--- config.mk ---
export PLATFORM = sky130hd
export DESIGN_NAME = melody_sequencer
export DESIGN_NICKNAME = d
export VERILOG_FILES = /design/src/rtl/melody_sequencer.sv
export SDC_FILE = /design/constraint.sdc
export NUM_CORES = 1
export LEC_CHECK = 0
export ABC_AREA = 1
export CORE_MARGIN = 2
export CORE_UTILIZATION = 50
export DETAILED_ROUTE_END_ITERATION = 8
export PLACE_DENSITY = 0.66
export SLEW_MARGIN = 20
export SYNTH_ARGS = -nofsm -noshare
export SYNTH_HDL_FRONTEND = slang
export SYNTH_SLANG_ARGS = --single-unit
--- constraint.sdc ---
create_clock -name i_clk -period 4.84 [get_ports i_clk]
set_clock_uncertainty 0.2 [all_clocks]
set_input_delay 0.968 -clock i_clk [delete_from_list [all_inputs] [get_ports i_clk]]
set_output_delay 0.968 -clock i_clk [all_outputs]
set_load 0.01 [all_outputs]
--- src/rtl/melody_sequencer.sv ---
// Pattern-RAM driven square-wave melody player: one note half-period per step,
// fixed step length, optional staccato gating and looping.
module melody_sequencer #(
    parameter int NUM_STEPS  = 24,
    parameter int HP_W       = 20,
    parameter int TICK_W     = 24,
    parameter int STEP_TICKS = 10714284,
    parameter int GATE_TICKS = 1785714,
    localparam int AW        = $clog2(NUM_STEPS)
) (
    input  logic            i_clk,
    input  logic            i_reset,
    input  logic            i_wr_en,
    input  logic [AW-1:0]   i_wr_addr,
    input  logic [HP_W-1:0] i_wr_data,
    input  logic            i_start,
    input  logic            i_stop,
    input  logic            i_loop_en,
    input  logic            i_legato,
    input  logic [AW-1:0]   i_last_step,
    output logic            o_speaker,
    output logic [AW-1:0]   o_step,
    output logic            o_busy,
    output logic            o_done
);

    localparam logic [TICK_W-1:0] TICK_LAST  = TICK_W'(STEP_TICKS - 1);
    localparam logic [TICK_W:0]   GATE_LIM   = (TICK_W + 1)'(GATE_TICKS);
    localparam logic [AW:0]       STEP_MAX   = (AW + 1)'(NUM_STEPS - 1);
    localparam logic [AW-1:0]     STEP_MAX_A = AW'(NUM_STEPS - 1);

    typedef enum logic {S_IDLE, S_PLAY} state_t;

    state_t          r_state;
    state_t          w_state_nxt;
    logic [HP_W-1:0] r_ram [NUM_STEPS];
    logic [AW-1:0]   r_step;
    logic [AW-1:0]   r_last;
    logic [TICK_W-1:0] r_tick;
    logic [HP_W-1:0] r_hp;
    logic [HP_W-1:0] r_tone_cnt;
    logic            r_tone;
    logic            r_loop;
    logic            r_legato;
    logic            r_done;

    logic            w_go;
    logic            w_abort;
    logic            w_finish;
    logic            w_step_end;
    logic            w_at_last;
    logic [AW-1:0]   w_next_step;
    logic [AW-1:0]   w_last_clamped;
    logic            w_wr_ok;
    logic            w_gate;

    assign w_step_end     = (r_tick == TICK_LAST);
    assign w_at_last      = (r_step == r_last);
    assign w_next_step    = w_at_last ? '0 : r_step + AW'(1);
    assign w_last_clamped = ({1'b0, i_last_step} > STEP_MAX) ? STEP_MAX_A : i_last_step;
    assign w_wr_ok        = ({1'b0, i_wr_addr} <= STEP_MAX);
    assign w_gate         = (r_state == S_PLAY) && (r_hp != '0) &&
                            (r_legato || ({1'b0, r_tick} < GATE_LIM));

    always_comb begin
        w_state_nxt = r_state;
        w_go        = 1'b0;
        w_abort     = 1'b0;
        w_finish    = 1'b0;
        case (r_state)
            S_IDLE: begin
                if (i_start && !i_stop) begin
                    w_state_nxt = S_PLAY;
                    w_go        = 1'b1;
                end
            end
            S_PLAY: begin
                // stop beats a coincident end-of-sequence, so no done pulse then
                if (i_stop) begin
                    w_state_nxt = S_IDLE;
                    w_abort     = 1'b1;
                end else if (w_step_end && w_at_last && !r_loop) begin
                    w_state_nxt = S_IDLE;
                    w_finish    = 1'b1;
                end
            end
            default: w_state_nxt = S_IDLE;
        endcase
    end

    always_ff @(posedge i_clk) begin
        if (i_reset) begin
            r_state    <= S_IDLE;
            r_step     <= '0;
            r_last     <= '0;
            r_tick     <= '0;
            r_hp       <= '0;
            r_tone_cnt <= '0;
            r_tone     <= 1'b0;
            r_loop     <= 1'b0;
            r_legato   <= 1'b0;
            r_done     <= 1'b0;
        end else begin
            r_state <= w_state_nxt;
            r_done  <= w_finish;
            if (w_go) begin
                r_step     <= '0;
                r_tick     <= '0;
                r_tone_cnt <= '0;
                r_tone     <= 1'b0;
                r_hp       <= r_ram[0];
                r_loop     <= i_loop_en;
                r_legato   <= i_legato;
                r_last     <= w_last_clamped;
            end else if (r_state == S_PLAY) begin
                if (w_abort || w_finish) begin
                    r_step     <= '0;
                    r_tick     <= '0;
                    r_tone_cnt <= '0;
                    r_tone     <= 1'b0;
                    r_hp       <= '0;
                end else if (w_step_end) begin
                    // hp is sampled only here, so live writes wait for the next entry
                    r_step     <= w_next_step;
                    r_tick     <= '0;
                    r_tone_cnt <= '0;
                    r_tone     <= 1'b0;
                    r_hp       <= r_ram[w_next_step];
                end else begin
                    r_tick <= r_tick + TICK_W'(1);
                    if (!w_gate) begin
                        r_tone_cnt <= '0;
                        r_tone     <= 1'b0;
                    end else if (r_tone_cnt == r_hp - HP_W'(1)) begin
                        r_tone_cnt <= '0;
                        r_tone     <= ~r_tone;
                    end else begin
                        r_tone_cnt <= r_tone_cnt + HP_W'(1);
                    end
                end
            end
        end
    end

    // Pattern RAM is deliberately outside the reset domain.
    always_ff @(posedge i_clk) begin
        if (i_wr_en && w_wr_ok) begin
            r_ram[i_wr_addr] <= i_wr_data;
        end
    end

    assign o_speaker = r_tone & w_gate;
    assign o_step    = r_step;
    assign o_busy    = (r_state == S_PLAY);
    assign o_done    = r_done;

endmodule

Word-level counts from Yosys, hierarchy flattened
Memory sizes are Yosys's and may differ from the RTL's.
Cells that the tools add are included.

storage, ports and cells
  register bits = 79
  RAM bits = 480
  output and inout bits = 8
  logic and storage cells = 73
  memories = 1

cells by class
  $add $sub $neg = 4
  magnitude comparators = 3
  equality and inequality tests = 4
  muxes and demuxes = 30
  bitwise operators = 3
  reductions and logical operators = 18

memory list
  name   depth  width  rd ports  clocked after Yosys merged registers in  wr ports  line  source
  r_ram  24     20     2         0                                        1         36    logic [HP_W-1:0] r_ram [NUM_STEPS];

operators with widths
  kind                   count
  $mux 20                8
  $mux 24                2
  $add 24x1->24 const B  1
  $eq 24x24->1 const B   1
  $lt 24x21->1 const B   1
  $add 20x1->20 const B  1
  $eq 20x20->1           1
  $mux 5                 4
  $reduce_bool 20->1     1
  $sub 20x1->20 const B  1
  $mux 1                 15
  $logic_and 1x1->1      6
  $reduce_and 2->1       3
  $add 5x1->5 const B    1
  $eq 5x5->1             1
  $gt 5x5->1 const B     1
  $le 5x5->1 const B     1
  $ne 4x2->1 const B     1
  $reduce_bool 2->1      2
  $reduce_bool 3->1      1
  $logic_not 1->1        2
  $logic_or 1x1->1       2
  $not 1->1              2
  $pmux 1 s2             1
  2 further kinds        2

Depth between registers and ports, before layout
Gate-level depths: netlist (run 1).

  depth after elaboration = 10
  depth in mapped cells = 16
  depth with buffers taken out = 16

Least setup slack after synthesis (run 1)
Ideal clock, no wire load.

  kind = in2reg
  start point = input port i_wr_en
  end point = memory r_ram[0][0] (enable)
  library setup time = 397 ps
  arrival = 2403 ps
  path slack = 1841 ps
  stages = 3
  path buffers = 0
  cells stage by stage = a21boi_0 nand3_1 nor2_1

on the way
  cells in the longest elaborated chain, start to end = 3

ends and longest elaborated chain
  element                       line  source
  from (decl)                   13    input logic i_wr_en,
  $logic_and 1x1->1             147   if (i_wr_en && w_wr_ok) begin
  $mux 1                        147
  $mux 1 (not written as such)  148   r_ram[i_wr_addr] <= i_wr_data;
  to (decl)                     36

No other way between the ends.

Final worst setup path (run 1)
  start point = register r_hp[0]
  end point = output port o_speaker

on the way
  cells in the longest elaborated chain, start to end = 4

ends and longest elaborated chain
  element                         line  source
  from (decl)                     40    logic [HP_W-1:0] r_hp;
  from (signal assigned)          111   r_hp <= r_ram[0];
  from (signal assigned)          128   r_hp <= r_ram[w_next_step];
  $reduce_bool 20->1              62    assign w_gate = (r_state == S_PLAY) && (r_hp != '0) &&
  $logic_and 1x1->1 (2 in a row)  62
  $and 1x1->1                     152   assign o_speaker = r_tone & w_gate;
  to (decl)                       21    output logic o_speaker,

No other way between the ends.

==> out/metrics.yaml, run 1 <==
grt:
  overflow: 0
  antenna_found_initial: 0
  first_global_vias: 16900
  grt_pass1_wl_um: 99600
  grt_use_total: 0.259
  grt_max_degree: 148
clock_network:
  path_clk_slew_ps: 60
  clk_latency_ps: 610
  clock-sinks: 559
  cts_hold_buffers: 0
  htree_levels: 2
  postCtsSetupRepairBufs: 0
  cts_tree: "done"
  cts_made_buffers: 57
  cts_root_buffer: "clkbuf_16"
  cts-resized-gates: 0
  max-clock-path-buffers: 3
synthesis:
  synth_top_area_cell: "edfxtp_1"
  synthArstFlopShare: 0
  ys_ff_latch: 559
  synth_edf_count: 480
  netlist.area_leader.share: 0.596
  synth.distinct_cells: 46
  synth_flop_cell: "edfxtp_1"
  synthesis.area_mm2: 0.0242
  yosys.cell_count.top_type: "nand3_1"
  postSynthAreaPerCell_um2: 10.5
  yosysWarnings: 0
  seq_area_frac_synth: 0.661
  synth_commonest_cells: "nand3_1, nand2_1, edfxtp_1"
  yosys-top-cells-area: "edfxtp_1, nand3_1, nand2_1"
  synth.net_count: 2338
  syn_inst: 2297
timing:
  grt_setup_unrepaired: "false"
  relSlewSlack: 0.255
  final-hold-violation-count: 0
  finalMaxSlewViolations: 0
  fin_crit_sh: 0.789
  fin_crit_ps: 3820
  worst_pin_slew_ps: 1110
  setup_violations: 0
  setup_tns_ps: 0
  fmax_mhz: 262
layout:
  final_layout_size_suffix_gt1_frac: 0.0817
  area_growth_pct: 12.1
  antennaDiodeCount: 0
  final_area_mm2: 0.0271
  nNetsFinal: 2357
power:
  leakagePower_nw: 9.51
  power.density_mw_per_mm2: 387
  finalPower_mw: 10.5
  ir_drop_mv: 0.252
die:
  io_pins: 45
  die_x_um: 224
  rows: 80
  die-area_mm2: 0.0501
  coreArea_mm2: 0.0477
  start_util: 0.506
  die_h_um: 224
worst_setup_path:
  start_kind: "flip-flop"
  crit_fanout: 5
  worstSetupEndpointType: "primary output"
  critPathSlowestCell: "clkdlybuf4s50_1"
  crit_type: "reg2out"
  crit_required_ps: 3670
  critPathMaxStageDelay_ps: 470
  arrival_ps: 2650
  path_cells: "inv_1 -> ha_1 -> nand3_1 -> nor2_4 -> nand2_1 -> o21ai_0 -> inv_1 -> nand2_1 -> nor2_1 -> clkdlybuf4s50_1"
drt:
  routed_wl_um: 64100
  routed_via_density: 5.87
  wire_per_inst_um: 21.5
  drtAntennaViolNets: 0
  vias: 17500
  dr.pass1.iters: 5
  drcViolationCount: 0
  drtIter0Drc: 2088
run_status:
  status: "finished, final reports clean"
min_path:
  hold_path_class: "reg2reg"
placement:
  globalplace.congestion: 0.964
  dp_hpwl_um: 37200
  post_dp_cell_area_mm2: 0.0253
  io_buffers: 44
job:
  maxCapViolCount: 0
-- cell usage in the layout, fill, tap and decap left out, drive strengths merged, types with 2 or more instances in the layout --
| cell type | Yosys | final |
|---|---|---|
| nand3 | 640 | 640 |
| nand2 | 509 | 509 |
| edfxtp | 480 | 480 |
| nor2 | 135 | 135 |
| inv | 119 | 120 |
| dfxtp | 79 | 79 |
| clkbuf | 37 | 79 |
| buf | 96 | 49 |
| clkdlybuf4s50 | 0 | 44 |
| a21oi | 36 | 36 |
| o21ai | 32 | 32 |
| xor2 | 30 | 30 |
| clkinv | 2 | 21 |
| nand4 | 18 | 18 |
| xnor2 | 18 | 18 |
| nor3 | 16 | 16 |
| nor4 | 9 | 9 |
| nand3b | 7 | 7 |
| a211oi | 7 | 7 |
| or2 | 6 | 6 |
| o32ai | 4 | 4 |
| ha | 4 | 4 |
| bufinv | 0 | 3 |
| clkinvlp | 0 | 3 |
| o2111ai | 2 | 2 |
| o221ai | 2 | 2 |
| nor3b | 2 | 2 |
-- sequential cells by signal (all words and copies together), names as in the netlist --
name,flops
r_ram,480
r_loop,1
o_step,5
r_tone_cnt,20
r_last,5
o_done,1
o_busy,1
r_hp,20
r_tick,24
r_tone,1
r_legato,1
-- cell families after synthesis --
family                   synth area share
AO/OA/AOI/OAI                      0.0212
XOR/XNOR                           0.0174
adder cells (fa/ha/maj)           0.00207
buffers and inverters              0.0467
flip-flops                          0.661
AND/OR/NAND/NOR                     0.251
-- per-layer routing --
metal  share of wire  vias up  track usage
met5               0        -            0
met4           0.030        0       0.0910
met3           0.075      129       0.0370
met2            0.47      749        0.411
met1            0.43     8506        0.368
li1                -     8095            -
-- metrics by stage --
| stage | setup WS [ps] | util | std cells | hold WS, ps |
|---|---|---|---|---|
| finish | 1020 | 0.568 | 2977 | 265 |
| global route | 872 | 0.568 | 2977 | 304 |
| CTS | 1000 | 0.568 | 2977 | 265 |
| detailed placement | 1200 | 0.530 | 2872 | 256 |
| global placement | 1280 | 0.530 | 2872 | 243 |
| floorplan | 1840 | - | 2297 | 221 |
-- final timing paths --
kind / from / endpoint / slack [ps] / depth (start not counted)
worst max-delay path: r_hp[0] / o_speaker / 1020 / 10
worst min register to register: r_tick[17] / r_tick[17] / 260 / 2
worst max register to register: o_step[0] / r_hp[8] / 1440 / 15
worst min-delay path: r_tick[17] / r_tick[17] / 260 / 2
-- area by class of cell --
| cell class | instances | area, um2 |
|---|---|---|
| Clock buffer | 79 | 1590 |
| Clock inverter | 26 | 220 |
| Fill cell | 3981 | 20600 |
| Inverter | 121 | 462 |
| Multi-Input combinational cell | 1484 | 7160 |
| Sequential cell | 559 | 16000 |
| Tap cell | 615 | 769 |
| Timing Repair Buffer | 93 | 921 |
-- where the power goes --
part           internal, mW  switching [mW]  total, mW
logic                 0.271           0.652      0.923
clock network          2.45            1.82       4.27
registers              5.28          0.0238       5.31
-- critical path, delay by kind of cell, from the launching register on --
kind	cells	cell delay, ps
compound gates	1	210
buf+inv	3	660
fa+ha+maj	1	200
flops	1	320
simple gates	5	640
(Power assumes the default switching activity.)
==> run 2, diff against run 1 <==
--- a/config.mk
+++ b/config.mk
@@ -9,7 +9,7 @@
 export CORE_MARGIN = 2
 export CORE_UTILIZATION = 50
 export DETAILED_ROUTE_END_ITERATION = 8
-export PLACE_DENSITY = 0.66
+export PLACE_DENSITY = 0.69
 export SLEW_MARGIN = 20
 export SYNTH_ARGS = -nofsm -noshare
 export SYNTH_HDL_FRONTEND = slang
==> constraint.sdc (replaced) <==
create_clock -name i_clk -period 3.5 [get_ports i_clk]
set_clock_uncertainty 0.2 [all_clocks]
set_input_delay 0.7 -clock i_clk [delete_from_list [all_inputs] [get_ports i_clk]]
set_output_delay 0.7 -clock i_clk [all_outputs]
set_load 0.01 [all_outputs]
==> run 2 against run 1 <==
  * Worst hold slack better by 12 ps
  * Total power up 39%
  * Global-route usage down 0.72 points
  * First-iteration DRC count is 6.8% higher
  * Critical endpoint unchanged
  * Highest routed layer unchanged
==> out/metrics.yaml, run 2 (same netlist as run 1, synthesis figures left out) <==
placement:
  post_dp_cell_area_mm2: 0.0257  # +1.5%
  dp_hpwl_um: 38000  # +2.1%
  io_buffers: 44  # unchanged
  place_ws_ps: 447  # -748 ps
  globalplace.congestion: 0.878  # -9.0%
timing:
  relSlewSlack: 0.290  # +0.0352
  fin_crit_sh: 0.895
  final-hold-violation-count: 0  # unchanged
  fmax_mhz: 319
  setup_tns_ps: 0  # unchanged
  finalMaxSlewViolations: 0  # unchanged
  worst_pin_slew_ps: 1060  # -52.6 ps
  grt_setup_unrepaired: "false"
  setup_violations: 0  # unchanged
  setup_ws_ps: 368  # -651 ps
  holdWs_ps: 277  # +12.3 ps
  fin_crit_ps: 3130
die:
  io_pins: 45  # unchanged
  rows: 80  # unchanged
  die_x_um: 224  # unchanged
  die-area_mm2: 0.0501  # unchanged
  coreArea_mm2: 0.0477  # unchanged
  die_h_um: 224  # unchanged
  start_util: 0.506  # unchanged
clock_network:
  clock-sinks: 559  # unchanged
  path_clk_slew_ps: 70  # about the same
  clk_latency_ps: 630  # +20 ps
  cts_root_buffer: "clkbuf_16"
  cts_made_buffers: 57  # unchanged
  cts_hold_buffers: 0  # unchanged
  cts_tree: "done"
  max-clock-path-buffers: 3  # unchanged
  htree_levels: 2  # unchanged
worst_setup_path:
  arrival_ps: 2230  # -420 ps
  critPathSlowestCell: "dfxtp_1"
  critPathMaxStageDelay_ps: 330  # -140 ps
  crit_fanout: 3  # -2
  worstSetupEndpointType: "primary output"
  r2r-end: "r_hp[1]"
  reg2reg_from: "o_step[0]"
  crit_required_ps: 2600  # -1070 ps
  crit_type: "reg2out"
  crit_buf_inv: 3  # unchanged
  worst-path-stages: 10  # unchanged
  reg2regPathDepth: 12  # -3
  path_delay_family: "simple AND/OR/NAND/NOR gates"
  start_kind: "flip-flop"
  r2r_setup_slack_ps: 420  # -1020 ps
  path_cells: "inv_1 -> ha_1 -> nand3_1 -> nor2_4 -> nand2_1 -> o21ai_0 -> inv_1 -> nand2_1 -> nor2_1 -> dlymetal6s2s_1"
drt:
  routed_wl_um: 62800  # -2.2%
  dr.pass1.iters: 5  # unchanged
  wire_per_inst_um: 20.9  # -3.2%
  routed_via_density: 5.85  # -0.34%
  vias: 17600  # +0.73%
  drtIter0Drc: 2229  # +6.8%
  drcViolationCount: 0  # unchanged
  drtAntennaViolNets: 0  # unchanged
job:
  maxCapViolCount: 0  # unchanged
min_path:
  whs_path_depth: 2  # unchanged
  hold_path_end: "r_tick[17]"
  hold_path_class: "reg2reg"
  min_from: "r_tick[17]"
grt:
  grt_use_total: 0.252  # -0.00723
  first_global_vias: 17100  # +1.3%
  grt_pass1_wl_um: 97600  # -2.0%
  grt_max_degree: 101  # -32%
  overflow: 0  # unchanged
  antenna_found_initial: 0  # unchanged
layout:
  final_area_mm2: 0.0275  # +1.5%
  nNetsFinal: 2387  # +1.3%
  antennaDiodeCount: 0  # unchanged
  largest_register: "r_ram"
  regArea_mm2: 0.0160  # unchanged
  largest_reg_flops: 480  # unchanged
  multiInputGateArea_mm2: 0.00715  # about the same
  layout_commonest_cell: "nand3_1"
  final_cell_mix: "nand3_1, nand2_1, edfxtp_1"
  fill_cells: 3929  # -1.3%
  top_regs: "r_ram: 480 flops, r_tick: 24 flops"
  area_growth_pct: 13.8
  final_layout_size_suffix_gt1_frac: 0.0927  # +0.0110
run_status:
  status: "finished, final reports clean"
power:
  leakagePower_nw: 9.72  # +2.2%
  ir_drop_mv: 0.391  # +55%
  finalPower_mw: 14.6  # +39%
  power.density_mw_per_mm2: 530  # +37%
-- run 2: cell type report --
type	instances	area share
Inverter	121	0.0167
Timing Repair Buffer	123	0.0481
Sequential cell	559	0.581
Multi-Input combinational cell	1484	0.260
Clock buffer	73	0.0548
Tap cell	615	0.0280
Clock inverter	34	0.0111
-- run 2: power breakdown --
| part | leakage [nW] | internal (mW) | switching (mW) | total (mW) |
|---|---|---|---|---|
| Sequential | 4.96 | 7.30 | 0.0329 | 7.33 |
| Combinational | 3.88 | 0.413 | 0.915 | 1.33 |
| Clock | 0.874 | 3.35 | 2.56 | 5.91 |
| Total | 9.72 | 11.1 | 3.51 | 14.6 |
-- run 2: worst max-delay path by stage --
stage / start / slack [ps] / endpoint
2_1_floorplan: i_wr_en / 770 / r_ram[0][0]
3_5_place_dp: i_wr_addr[3] / 450 / r_ram[0][16]
5_1_grt: o_step[0] / 190 / r_hp[6]
4_1_cts: r_hp[1] / 20 / o_speaker
6_report: r_hp[1] / 370 / o_speaker
3_3_place_gp: i_wr_addr[3] / 500 / r_ram[0][16]
-- run 2: through the flow --
step,std cells,utilization
6_report,3009,0.576
5_1_grt,3009,0.576
4_1_cts,3009,0.576
3_5_place_dp,2901,0.538
3_3_place_gp,2901,0.538
2_1_floorplan,2297,-
-- run 2: tightest hold or removal path, delay by kind of cell, from the launching register on --
family	cells	cell delay, ps
flops	1	310
buf+inv	1	60
compound gates	1	60
-- run 2: routing by layer --
layer	track usage	vias to the layer above	routed length (um)
li1	-	8154	-
met1	0.347	8479	26200
met2	0.403	824	29600
met3	0.0355	150	4530
met4	0.108	0	2440
met5	0	-	0
-- run 2: what timing repair did --
action,4_1_cts,5_1_grt
setup endpoints to repair,1,1
gates resized for setup,0,1
pin swaps,1,0
setup buffers,1,0
